===== src/rtl/mem_bus_pkg.sv =====
// mem_bus_pkg: shared types and constants for the memory bus controller and its address decoder
package mem_bus_pkg;
  typedef enum logic [1:0] {IDLE, RAM_WAIT, EXT_WAIT, DONE} state_t;
  typedef enum logic [1:0] {REG_EXT, REG_RAM, REG_HOLE} region_t;
  localparam int DEC_HI = 26;
  localparam int DEC_LO = 25;
  localparam logic [31:0] ERR_WORD = 32'hDEADBEEF;
endpackage


===== src/rtl/mem_region_decode.sv =====
// mem_region_decode: maps a 27-bit word address to its region and the 26-bit local address
import mem_bus_pkg::*;
module mem_region_decode (
  input  logic [26:0] address,
  output region_t     region,
  output logic [25:0] local_addr
);
  // top two address bits select the region; 00 and 01 both land in the external window
  always_comb region = address[DEC_HI] ? (address[DEC_LO] ? REG_HOLE : REG_RAM) : REG_EXT;
  assign local_addr = address[25:0];
endmodule


===== src/rtl/mem_bus_controller.sv =====
// mem_bus_controller: single-request CPU memory controller (block RAM, req/ack slave, hole); MEM_TIMEOUT_EN adds ext ack timeout
import mem_bus_pkg::*;
module mem_bus_controller #(
  parameter int RAM_AW = 14,
  parameter int RAM_LAT = 1,
  parameter int TIMEOUT_CYC = 1023
) (
  input  logic              clk,
  input  logic              reset,
  input  logic [26:0]       cpu_address,
  input  logic [31:0]       cpu_data,
  input  logic              cpu_we,
  input  logic              cpu_start,
  output logic [31:0]       cpu_q,
  output logic              cpu_busy,
  output logic [RAM_AW-1:0] ram_addr,
  output logic [31:0]       ram_d,
  output logic              ram_we,
  input  logic [31:0]       ram_q,
  output logic [25:0]       ext_addr,
  output logic [31:0]       ext_d,
  output logic              ext_we,
  output logic              ext_req,
  input  logic              ext_ack,
  input  logic [31:0]       ext_q,
  output logic              bus_err
);
  state_t      state;
  region_t     region;
  logic [25:0] local_addr;
  logic [25:0] addr_q;
  logic [31:0] data_q;
  logic        we_q;
  logic [2:0]  lat_cnt;
`ifdef MEM_TIMEOUT_EN
  localparam int TW = $clog2(TIMEOUT_CYC + 1);
  logic [TW-1:0] tmo_cnt;
`else
  assign bus_err = 1'b0;
`endif

  mem_region_decode u_dec (.address(cpu_address), .region(region), .local_addr(local_addr));

  assign cpu_busy = (state == IDLE && cpu_start) || state == RAM_WAIT || state == EXT_WAIT;
  assign ram_addr = addr_q[RAM_AW-1:0];
  assign ram_d    = data_q;
  assign ext_addr = addr_q;
  assign ext_d    = data_q;

  // request sequencer: latch at start, wait on the selected region, then one DONE cycle
  always_ff @(posedge clk)
    if (!reset) begin
      state   <= IDLE;
      addr_q  <= '0;
      data_q  <= '0;
      we_q    <= 1'b0;
      lat_cnt <= '0;
      cpu_q   <= '0;
      ram_we  <= 1'b0;
      ext_req <= 1'b0;
      ext_we  <= 1'b0;
`ifdef MEM_TIMEOUT_EN
      tmo_cnt <= '0;
      bus_err <= 1'b0;
`endif
    end else
      case (state)
        IDLE:
          if (cpu_start) begin
            addr_q  <= local_addr;
            data_q  <= cpu_data;
            we_q    <= cpu_we;
            lat_cnt <= '0;
`ifdef MEM_TIMEOUT_EN
            tmo_cnt <= '0;
`endif
            case (region)
              REG_RAM: begin
                state  <= RAM_WAIT;
                ram_we <= cpu_we;
              end
              REG_EXT: begin
                state   <= EXT_WAIT;
                ext_req <= 1'b1;
                ext_we  <= cpu_we;
              end
              default: begin
                state <= DONE;
                if (!cpu_we) cpu_q <= '0;
              end
            endcase
          end
        RAM_WAIT: begin
          ram_we <= 1'b0;
          if (we_q) state <= DONE;
          else if (lat_cnt == 3'(RAM_LAT - 1)) begin
            cpu_q <= ram_q;
            state <= DONE;
          end else lat_cnt <= lat_cnt + 3'd1;
        end
        EXT_WAIT:
          if (ext_ack) begin
            ext_req <= 1'b0;
            ext_we  <= 1'b0;
            if (!we_q) cpu_q <= ext_q;
            state <= DONE;
          end
`ifdef MEM_TIMEOUT_EN
          else if (tmo_cnt == TW'(TIMEOUT_CYC - 1)) begin
            ext_req <= 1'b0;
            ext_we  <= 1'b0;
            if (!we_q) cpu_q <= ERR_WORD;
            bus_err <= 1'b1;
            state   <= DONE;
          end else tmo_cnt <= tmo_cnt + TW'(1);
`endif
        default: state <= IDLE;
      endcase
endmodule


===== config.mk =====
export PLATFORM = sky130hd
export DESIGN_NAME = mem_bus_controller
export DESIGN_NICKNAME = d
export VERILOG_FILES = /design/src/rtl/mem_bus_pkg.sv /design/src/rtl/mem_region_decode.sv /design/src/rtl/mem_bus_controller.sv
export SDC_FILE = /design/constraint.sdc
export NUM_CORES = 1
export LEC_CHECK = 0
export CAP_MARGIN = 30
export CORE_MARGIN = 3
export CORE_UTILIZATION = 30
export CTS_CLUSTER_DIAMETER = 40
export DETAILED_ROUTE_END_ITERATION = 7
export PLACE_DENSITY = 0.65
export REMOVE_ABC_BUFFERS = 1
export SKIP_LAST_GASP = 1
export SYNTH_ARGS = -nofsm -noshare
export SYNTH_HDL_FRONTEND = slang
export SYNTH_HIERARCHICAL = 1
export SYNTH_SLANG_ARGS = --single-unit

===== constraint.sdc =====
create_clock -name clk -period 2.45 [get_ports clk]
set_input_delay 0.245 -clock clk [delete_from_list [all_inputs] [get_ports clk]]
set_output_delay 0.245 -clock clk [all_outputs]
set_load 0.005 [all_outputs]

==> out/results.md <==
| Step | Parameter | Reported |
|---|---|---|
| logic synthesis | Flip-flop and latch count after synthesis | 99 |
| worst setup path | Crit-path max FO | 5 |
| clock tree | Number of instances resized during post-cts repair | 0 |
| grt | Overall fraction of global-route tracks in use | 0.170 |
| floorplan | Initial standard-cell utilization of the core | 0.309 |
| clock tree | Clk Tree Root Cell | sky130_fd_sc_hd__clkbuf_16 |
| sta | Final count of pins violating max slew | 0 |
| logic synthesis | Synth unique cells | 37 |
| clock tree | Clock Pin Slew Worst Setup and Hold Paths | 0.07 ns |
| clock tree | Count of hold-fix buffers inserted at cts | 0 |
| logic synthesis | Multiplexer area fraction after synthesis | 0.0716 |
| placement | Placer congestion estimate | 0.788 |
| grt | Global-route wire length before repair | 24000 µm |
| worst setup path | Slowest CP cell | sky130_fd_sc_hd__clkdlybuf4s50_1 |
| logic synthesis | Top-count cell post-synth | sky130_fd_sc_hd__nand2_1 |
| logic synthesis | Synth Flop Type | sky130_fd_sc_hd__dfxtp_1 |
| finish | Total inserted antenna cells | 0 |
| power and ir drop | Leak pwr | 2.78 nW |
| outcome | Run status | finished, final reports clean |
| logic synthesis | Synthesized-area fraction occupied by adder cells | 0.0210 |
| worst setup path | Critical path cell sequence | inv_1, ha_1, and2_2, or3_1, clkdlybuf4s50_1 |
| clock tree | Setup Buffers After CTS | 0 |
| floorplan | Full die area | 17400 µm² |
| route | Drt pass-1 iters | 4 |
| sta | Number of hold-slack violations in the final timing report | 0 |
| grt | Antenna violations before repair | 0 |
| worst setup path | Reg2Reg Setup Slack | 0.29 ns |
| sta | Tightest slew margin relative to the limit | 0.504 |
| placement | Standard cell area after detailed placement | 7050 µm² |
| route | Post-route DRC violation count | 0 |
| logic synthesis | Synthesized-area fraction occupied by ao, oa, aoi and oai cells | 0.150 |
| sta | Setup violations, final | 0 |
| placement | Port Buffers | 267 |
| logic synthesis | Post-synthesis share of cell area spent on and, or, nand and nor gates | 0.178 |
| placement | Sum of net half-perimeters after detailed placement | 11300 µm |
| route | Routed vias/inst | 4.58 |
| logic synthesis | Gate count after technology mapping | 584 |
| hold path | Endpoint of the worst hold-timing path | ext_addr[2]$_SDFFE_PN0P_ |
| finish | Net count of the finished layout | 895 |
| logic synthesis | List of most frequent post-synthesis cells | sky130_fd_sc_hd__nand2_1 (186), sky130_fd_sc_hd__dfxtp_1 (99), sky130_fd_sc_hd__buf_4 (74) |
| clock tree | TritonCTS clock tree | done |
| logic synthesis | Yosys warning total | 6 |
| logic synthesis | Mapped Avg Cell Area | 8.14 µm² |
| clock tree | Clock sink count | 99 |
| worst setup path | Reg-to-Reg End | cpu_q[31]$_SDFFE_PN0P_ |
| route | 1st-iter DRT viols | 126 |
| logic synthesis | Area share of the largest cell type after synthesis | 0.417 |
| worst setup path | Critical R2R Launch | state[1]$_SDFFE_PN0P_ |
| route | Avg WL per Cell | 15.5 µm |
| floorplan | Area of the core | 15400 µm² |
| logic synthesis | Combinational family with the most area after synthesis | simple AND/OR/NAND/NOR gates |
| grt | Vias in the first global route | 4487 |
| logic synthesis | Post-synthesis xor/xnor area fraction | 0 |
| sta | Final clock period utilization by the worst path | 0.945 |
| finish | Number of fill cells in the layout | 1489 |
| worst setup path | Arrival time of the worst setup path | 2.07 ns |
| logic synthesis | Sequential-to-total area share from yosys stat | 0.417 |
| logic synthesis | Post-synth top area cell | sky130_fd_sc_hd__dfxtp_1 |
| sta | Slew at the pin closest to its max-slew limit | 0.744 ns |
| floorplan | Std-Cell Rows | 45 |
| worst setup path | Critical path buffer and inverter count | 2 |
| route | WL final | 15100 µm |
| finish | Fraction of layout cells with a size suffix above 1 | 0.0433 |
| logic synthesis | Fraction of registers with async set or reset after synthesis | 0 |
| sta | Setup repair after global routing missed its margin | no |
| grt | Largest net degree at the start of global routing | 67 |
| floorplan | Count of pins on the block boundary | 269 |
| route | Total via count after detailed routing | 4463 |
| sta | Final Critical Period | 2.32 ns |
| hold path | Launch point of the worst hold path | cpu_address[2] |
| clock tree | Latest clock arrival within the worst-skew pair | 0.34 ns |
| power and ir drop | Worst IR Drop VDD | 0.000390 V |
| logic synthesis | Number of enable-type register cells in the synthesized netlist | 0 |
| finish | Area delta synth->final | 54.4% |
| job | Number of maximum-capacitance violations | 0 |
| logic synthesis | Leading post-synthesis cells by cell area | sky130_fd_sc_hd__dfxtp_1 (42%), sky130_fd_sc_hd__nand2_1 (15%), sky130_fd_sc_hd__buf_4 (12%) |
| worst setup path | Family with the most delay on the worst path | buffers and inverters |
| power and ir drop | PD cells | 828 nW/µm² |
| hold path | Cell count of the worst hold path | 3 |
| clock tree | CTS H-tree lvls | 3 |
| worst setup path | Critical Path RT | 2.20 ns |
| placement | Placed cell count | 959 |
| hold path | Classification of the worst-slack hold path | input pin to register |
| worst setup path | R2r worst-path depth | 7 |
| clock tree | Number of buffers on the longest clock path | 2 |
| grt | Overflow left after global routing | 0 |
| clock tree | Clock buffers created by TritonCTS | 9 |
| floorplan | Overall die height | 132 µm |
| sta | Skew final | 0.00843 ns |
| finish | Final standard cell area without fillers | 7340 µm² |
| floorplan | Width of the die | 132 µm |
| worst setup path | Setup crit start kind | register |
| finish | Final std cells w/o fill | 974 |
| sta | Highest achievable clock rate | 0.432 GHz |
| worst setup path | Crit path largest cell delay | 0.45 ns |
| logic synthesis | Syn Std Cell Area | 4760 µm² |
| worst setup path | Nature of the critical path endpoint | primary output |
| worst setup path | Worst setup path class | register to primary output |
| route | Remaining antenna violation count | 0 |
[worst max-delay path by stage]
stage,slack [ns],to,startpoint,depth (start not counted)
CTS,0.10,cpu_busy,state[0]$_SDFFE_PN0P_,5
finish,0.13,cpu_busy,state[0]$_SDFFE_PN0P_,5
global placement,0.42,cpu_q[26]$_SDFFE_PN0P_,state[1]$_SDFFE_PN0P_,7
global route,0.01,cpu_busy,state[0]$_SDFFE_PN0P_,5
floorplan,-0.12,cpu_q[0]$_SDFFE_PN0P_,state[1]$_SDFFE_PN0P_,6
detailed placement,0.30,cpu_q[28]$_SDFFE_PN0P_,state[1]$_SDFFE_PN0P_,7
[final cells by class]
cell class | count | area, µm² | share of cell area
repair buffers | 276 | 2750 | 0.375
multi-input cells | 364 | 2010 | 0.274
flip-flops and latches | 99 | 1980 | 0.270
well taps | 211 | 264 | 0.0360
clock buffers | 13 | 260 | 0.0355
clock inverters | 2 | 35.0 | 0.00477
inverters | 9 | 33.8 | 0.00460
[stage by stage]
step	setup TNS, ns	power (W)	setup WS, ns	util	hold WS (ns)
finish	0	0.00608	0.134	0.478	0.449
global placement	0	0.00466	0.420	0.458	0.443
global route	0	0.00648	0.0131	0.478	0.438
floorplan	-3.75	0.00333	-0.117	-	0.381
CTS	0	0.00617	0.104	0.478	0.430
detailed placement	0	0.00470	0.301	0.458	0.446
[state kept, by name, summed over array words and instances (netlist names)]
signal / cells
cpu_q: 32
state: 2
lat_cnt: 3
ext_addr: 26
ram_we: 1
we_q: 1
ext_d: 32
ext_req: 1
ext_we: 1
[cells in the final DEF (no fill, tap or decap), types with 2 or more instances in the layout]
cell type	count
sky130_fd_sc_hd__nor2b_1	3
sky130_fd_sc_hd__a21oi_1	66
sky130_fd_sc_hd__buf_4	8
sky130_fd_sc_hd__nand2b_1	2
sky130_fd_sc_hd__nand2_1	185
sky130_fd_sc_hd__clkbuf_16	9
sky130_fd_sc_hd__o21a_1	2
sky130_fd_sc_hd__or3_1	2
sky130_fd_sc_hd__clkdlybuf4s50_1	267
sky130_fd_sc_hd__mux2i_1	34
sky130_fd_sc_hd__o21ai_0	4
sky130_fd_sc_hd__nor2_1	3
sky130_fd_sc_hd__clkbuf_8	2
sky130_fd_sc_hd__nor3_1	3
sky130_fd_sc_hd__clkbuf_1	2
sky130_fd_sc_hd__inv_1	8
sky130_fd_sc_hd__and2_2	2
sky130_fd_sc_hd__a22o_1	32
sky130_fd_sc_hd__ha_1	8
sky130_fd_sc_hd__dfxtp_1	99
[report_power, final]
part / switching [W] / internal [W]
logic: 0.00126 / 0.00137
registers: 0.000174 / 0.00184
clock network: 0.000587 / 0.000842
[kinds of logic after synthesis]
kind of cell             count (synthesis)
adder cells (fa/ha/maj)                  8
multiplexers                            34
AO/OA/AOI/OAI                          111
AND/OR/NAND/NOR                        210
buffers and inverters                  121
other                                    1
flip-flops                              99
[metal layers]
metal	wire (µm)	vias to the layer above	track usage	share of wire
met5	0	-	0	0
met4	203	0	0.0502	0.013
met3	1900	15	0.0824	0.13
met2	7070	225	0.289	0.47
met1	5930	2025	0.188	0.39
li1	-	2198	-	-
[worst reg2reg max path: cells and delay by family, from the launching register on]
kind	cells	cell delay, ns
AO/OA/AOI/OAI	1	0.24
adder cells (fa/ha/maj)	1	0.38
buffers and inverters	3	0.76
flip-flops	1	0.37
multiplexers	1	0.26
AND/OR/NAND/NOR	1	0.06
No activity file was read; power rests on OpenSTA's default activity.
